<file path="config.mk">
export PLATFORM = sky130hd
export DESIGN_NAME = uart_rx
export DESIGN_NICKNAME = d
export VERILOG_FILES = /design/src/rtl/uart_pkg.sv /design/src/rtl/uart_rx_sync.sv /design/src/rtl/uart_rx.sv
export SDC_FILE = /design/constraint.sdc
export NUM_CORES = 1
export LEC_CHECK = 0
export BUFFER_PORTS_ARGS = -buffer_cell sky130_fd_sc_hd__buf_2
export CAP_MARGIN = 10
export CORE_UTILIZATION = 54
export CTS_CLUSTER_SIZE = 10
export DETAILED_ROUTE_END_ITERATION = 8
export PLACE_DENSITY_LB_ADDON = 0.3
export SLEW_MARGIN = 20
export SYNTH_ARGS = -nofsm -noshare
export SYNTH_HDL_FRONTEND = slang
export SYNTH_SLANG_ARGS = --single-unit
</file>
<file path="constraint.sdc">
create_clock -name sysclk_in -period 2.5 [get_ports sysclk_in]
set_clock_uncertainty 0.15 [all_clocks]
set_input_delay 0.125 -clock sysclk_in [delete_from_list [all_inputs] [get_ports sysclk_in]]
set_output_delay 0.125 -clock sysclk_in [all_outputs]
set_load 0.02 [all_outputs]
</file>
<file path="src/rtl/uart_pkg.sv">
// Types, default link parameters and helpers shared by the UART receive and transmit blocks.
package uart_pkg;

  typedef enum logic [1:0] {IDLE, START, DATA, STOP} rx_state_t;

  localparam int OVERSAMPLING_DEF = 8;
  localparam int DATA_BITS_DEF    = 8;

  function automatic logic MAJ3(input logic a, input logic b, input logic c);
    return (a & b) | (a & c) | (b & c);
  endfunction

endpackage

</file>
<file path="src/rtl/uart_rx_sync.sv">
// Two-flop synchroniser for asynchronous inputs; resets to all-ones (idle serial line).
module uart_rx_sync #(
  parameter int WIDTH = 1
) (
  input  logic             clk_i,
  input  logic             rst_ni,
  input  logic [WIDTH-1:0] d_i,
  output logic [WIDTH-1:0] q_o
);

  logic [WIDTH-1:0] meta_q, sync_q;

  always_ff @(posedge clk_i or negedge rst_ni) begin
    if (!rst_ni) begin
      meta_q <= '1;
      sync_q <= '1;
    end else begin
      meta_q <= d_i;
      sync_q <= meta_q;
    end
  end

  assign q_o = sync_q;

endmodule

</file>
<file path="src/rtl/uart_rx.sv">
// Oversampling 8N1 UART receiver: majority-voted mid-bit sampling, one-cycle done/error pulses.
module uart_rx
  import uart_pkg::*;
#(
  parameter int OVERSAMPLING = OVERSAMPLING_DEF,
  parameter int DATA_BITS    = DATA_BITS_DEF
) (
  input  logic                 sysclk_in,
  input  logic                 nrst_in,
  input  logic                 baudclk_in,
  input  logic                 rx_serial_in,
  output logic [DATA_BITS-1:0] rx_data_out,
  output logic                 rx_done_out,
  output logic                 rx_err_out,
  output logic                 rx_busy_out
);

  localparam int M  = OVERSAMPLING / 2;
  localparam int CW = $clog2(OVERSAMPLING);
  localparam int BW = $clog2(DATA_BITS);

  logic                 rxs;
  rx_state_t            state_q;
  logic [CW-1:0]        cnt_q;
  logic [BW-1:0]        bit_q;
  logic [1:0]           smp_q;
  logic [DATA_BITS-1:0] sh_q, data_q;
  logic                 done_q, err_q, armed_q;
  logic                 decide, last, maj;

  uart_rx_sync #(.WIDTH(1)) u_sync (
    .clk_i  (sysclk_in),
    .rst_ni (nrst_in),
    .d_i    (rx_serial_in),
    .q_o    (rxs)
  );

  assign decide = baudclk_in && (cnt_q == CW'(M + 1));
  assign last   = baudclk_in && (cnt_q == CW'(OVERSAMPLING - 1));
  // Third vote is the live sample taken on the decision tick itself.
  assign maj    = MAJ3(smp_q[0], smp_q[1], rxs);

  always_ff @(posedge sysclk_in or negedge nrst_in) begin
    if (!nrst_in) begin
      state_q <= IDLE;
      cnt_q   <= '0;
      bit_q   <= '0;
      smp_q   <= '0;
      sh_q    <= '0;
      data_q  <= '0;
      done_q  <= 1'b0;
      err_q   <= 1'b0;
      armed_q <= 1'b1;
    end else begin
      done_q <= 1'b0;
      err_q  <= 1'b0;
      if (baudclk_in && state_q != IDLE) begin
        cnt_q <= last ? '0 : cnt_q + CW'(1);
        if (cnt_q == CW'(M - 1)) smp_q[0] <= rxs;
        if (cnt_q == CW'(M))     smp_q[1] <= rxs;
      end
      unique case (state_q)
        IDLE: begin
          // After a framing error the line must go high once before a new start is accepted.
          if (!armed_q) armed_q <= rxs;
          else if (!rxs) begin
            state_q <= START;
            cnt_q   <= '0;
          end
        end
        START: begin
          if (decide && maj) state_q <= IDLE;
          else if (last) begin
            state_q <= DATA;
            bit_q   <= '0;
          end
        end
        DATA: begin
          if (decide) sh_q <= {maj, sh_q[DATA_BITS-1:1]};
          if (last) begin
            if (bit_q == BW'(DATA_BITS - 1)) state_q <= STOP;
            else                             bit_q   <= bit_q + BW'(1);
          end
        end
        STOP: begin
          // Leave at mid-stop so an immediately following start edge is caught.
          if (decide) begin
            state_q <= IDLE;
            if (maj) begin
              data_q <= sh_q;
              done_q <= 1'b1;
            end else begin
              err_q   <= 1'b1;
              armed_q <= 1'b0;
            end
          end
        end
        default: state_q <= IDLE;
      endcase
    end
  end

  assign rx_data_out = data_q;
  assign rx_done_out = done_q;
  assign rx_err_out  = err_q;
  assign rx_busy_out = (state_q != IDLE);

endmodule

</file>
==> flow_summary.json <==
{
  "fin_crit_ps": 2010,
  "rsz0062_at_grt": "no",
  "syn_nets": 119,
  "syn-instance-count": 108,
  "fill_cells": 175,
  "hold_viol_final": 0,
  "synth_flop_cell": "dfrtp_1",
  "vias": 896,
  "maxCapViolCount": 0,
  "slew_headroom_pct": 54.7,
  "crit_chain": "inv_1, ha_1, and3_1, nor3b_4, mux2_2",
  "r2r_cells": 5,
  "grtUsageTotal_pct": 21.9,
  "regToRegSetupSlack_ps": 490,
  "p_per_area_mw_per_mm2": 844,
  "routed_wl_mm": 2.36,
  "regToRegStartpoint": "cnt_q[1]",
  "ys.warnings.count": 0,
  "status": "complete, no violations",
  "route.detailed.drc": 0,
  "cts_max_level": 2,
  "sw_frac_of_total_pct": 30.5,
  "fin_setup_tns_ps": 0,
  "wl_per_cell_um": 15.0,
  "coreArea_mm2": 0.00232,
  "drt_iter0_markers": 16,
  "crit_path_start": "cnt_q[1]",
  "crit_type": "reg2reg",
  "whs_ps": 34.8,
  "clock-sinks": 31,
  "synth_edf_count": 0,
  "ys_types": 32,
  "cts_tree": "done",
  "fin_util_pct": 68.2,
  "crit_end": "sh_q[7]",
  "ir_drop_mv": 0.644,
  "hpwl_mm": 1.66,
  "comb_power_share_pct": 19.8,
  "yosys-top-cells-area": "dfrtp_1 51%, mux2_2 14%, ha_1 6.3%, dfstp_2 5.7%, inv_1 1.9%",
  "finalPower_uw": 1330,
  "port_buffers": 14,
  "setup_slack_ps": 486,
  "netlist_area_mm2": 0.00138,
  "clkLatencyLatePin_ps": 330,
  "antenna_found_initial": 0,
  "synth.largest_area_cell": "dfrtp_1",
  "first_pass_iters": 4,
  "rows": 17,
  "syn_avg_cell_area_um2": 12.8,
  "cts_root_buf": "clkbuf_4",
  "via_per_inst": 5.71,
  "grt_pass1_wl_mm": 4.10,
  "start_util_pct": 59.6,
  "end_kind": "flop",
  "nets": 139,
  "critPathRequiredTime_ps": 2570,
  "ant_nets": 0,
  "synth_seq_cells": 31,
  "drv_slew": 0,
  "place_congestion": 0.714,
  "slowest_stage": "nor3b_4",
  "overflow": 0,
  "p_seq_share_pct": 49.9,
  "clock_path_buffers": 2,
  "cts-resized-gates": 0,
  "hold_path.class": "in2reg",
  "p_switching_uw": 407,
  "die_w_um": 52.6,
  "syn_to_final_growth_pct": 14.4,
  "synth-async-reset-ratio_pct": 100,
  "power.leakage_uw": 0.000834,
  "diodes": 0,
  "cts_made_buffers": 5,
  "clock_power_share_pct": 30.3,
  "hold_depth": 3,
  "synthTopCellsByCount": "28 x dfrtp_1, 17 x mux2_2, 7 x ha_1, 7 x inv_1, 7 x nor2_1",
  "netlist.area_leader.share_pct": 50.7,
  "intPower_uw": 927,
  "cpPeakStageDelay_ps": 440,
  "start_kind": "flop",
  "die_y_um": 52.6,
  "r2r-end": "sh_q[7]",
  "fmax_mhz": 496,
  "post-route-period-util_pct": 80.6,
  "io_pins": 15,
  "critPathArrivalTime_ps": 2080,
  "dp_slack_ps": 517,
  "setup_viol": 0,
  "drive_gt1_share_pct": 34.1,
  "die_area_mm2": 0.00277,
  "yosysSeqAreaShare_pct": 56.4,
  "yosysMostFrequentCell": "dfrtp_1",
  "grt_start_max_net_pins": 32,
  "clk_pin_slew_ps": 100,
  "grt_pass1_vias": 885,
  "tightest_slew_ps": 680,
  "path_max_fanout": 8
}
registers in the layout (all words and copies together), names as in the netlist, named ones only:
| register | flops |
|---|---|
| armed_q | 1 |
| rx_data_out | 8 |
| sh_q | 8 |
| u_sync.meta_q | 1 |
| u_sync.q_o | 1 |
| bit_q | 3 |
| rx_err_out | 1 |
| cnt_q | 3 |
| state_q | 1 |
| smp_q | 2 |
| rx_done_out | 1 |
worst min path at each step:
stage	from	to	slack, ps
2_1_floorplan	nrst_in	asynchronous set/reset pin	-320
3_3_place_gp	nrst_in	bit_q[0]	50
3_5_place_dp	nrst_in	rx_data_out[0]	50
4_1_cts	baudclk_in	smp_q[1]	20
5_1_grt	baudclk_in	smp_q[1]	60
6_report	baudclk_in	smp_q[1]	30
power by group through the flow:
stage                     Sequential [µW]  Combinational, µW  Clock (µW)
after floorplan                       628                230           0
after global placement                670                244           0
after detailed placement              672                265           0
after CTS                             663                270         419
after global routing                  680                308         443
final                                 665                264         405
placed cells by master (no fill, tap or decap), types with 4 or more instances in the layout:
cell type,instances
ha_1,7
nor3_1,4
nor2_1,7
dfrtp_1,28
mux2_2,17
clkbuf_4,5
buf_2,14
inv_1,7
routing by layer:
| layer | GRT usage [%] | wire (µm) |
|---|---|---|
| met3 | 9.57 | 76 |
| met2 | 35.7 | 1220 |
| met4 | 7.89 | 32 |
| met1 | 25.5 | 1040 |
| met5 | 0 | 0 |
area by class of cell:
type / instances / area, µm² / share of cell area (%)
flip-flops and latches: 31 / 779 / 49.3
multi-input cells: 67 / 564 / 35.7
repair buffers: 16 / 90.1 / 5.70
clock buffers: 6 / 51.3 / 3.24
clock inverters: 2 / 35.0 / 2.22
well taps: 28 / 35.0 / 2.22
inverters: 7 / 26.3 / 1.66
through the flow:
step,std cells,instance area (µm²)
after floorplan,108,1380
after global placement,147,1480
after detailed placement,147,1480
after CTS,157,1580
after global routing,157,1580
final,157,1580
kinds of logic (layout without fill, tap and decap cells):
logic type / count (synthesis) / after routing / synth area share, %
multiplexers: 17 / 17 / 13.8
AO/OA/AOI/OAI: 16 / 16 / 7.96
AND/OR/NAND/NOR: 26 / 26 / 11.9
flip-flops: 31 / 31 / 56.4
buffers and inverters: 10 / 31 / 2.80
adder cells (fa/ha/maj): 8 / 8 / 7.06
timing repair:
action,in CTS,in global routing
setup buffers,0,0
hold buffers,2,0
endpoints found under the hold margin,29,0
worst max-delay path: cells and delay by family (launching register included):
| kind | cells | cell delay, ps |
|---|---|---|
| and+or+nand+nor | 2 | 710 |
| DFF | 1 | 420 |
| muxes | 1 | 390 |
| adders and majority gates | 1 | 140 |
| buffers and inverters | 1 | 100 |
Power figures use the tool's default switching activity.
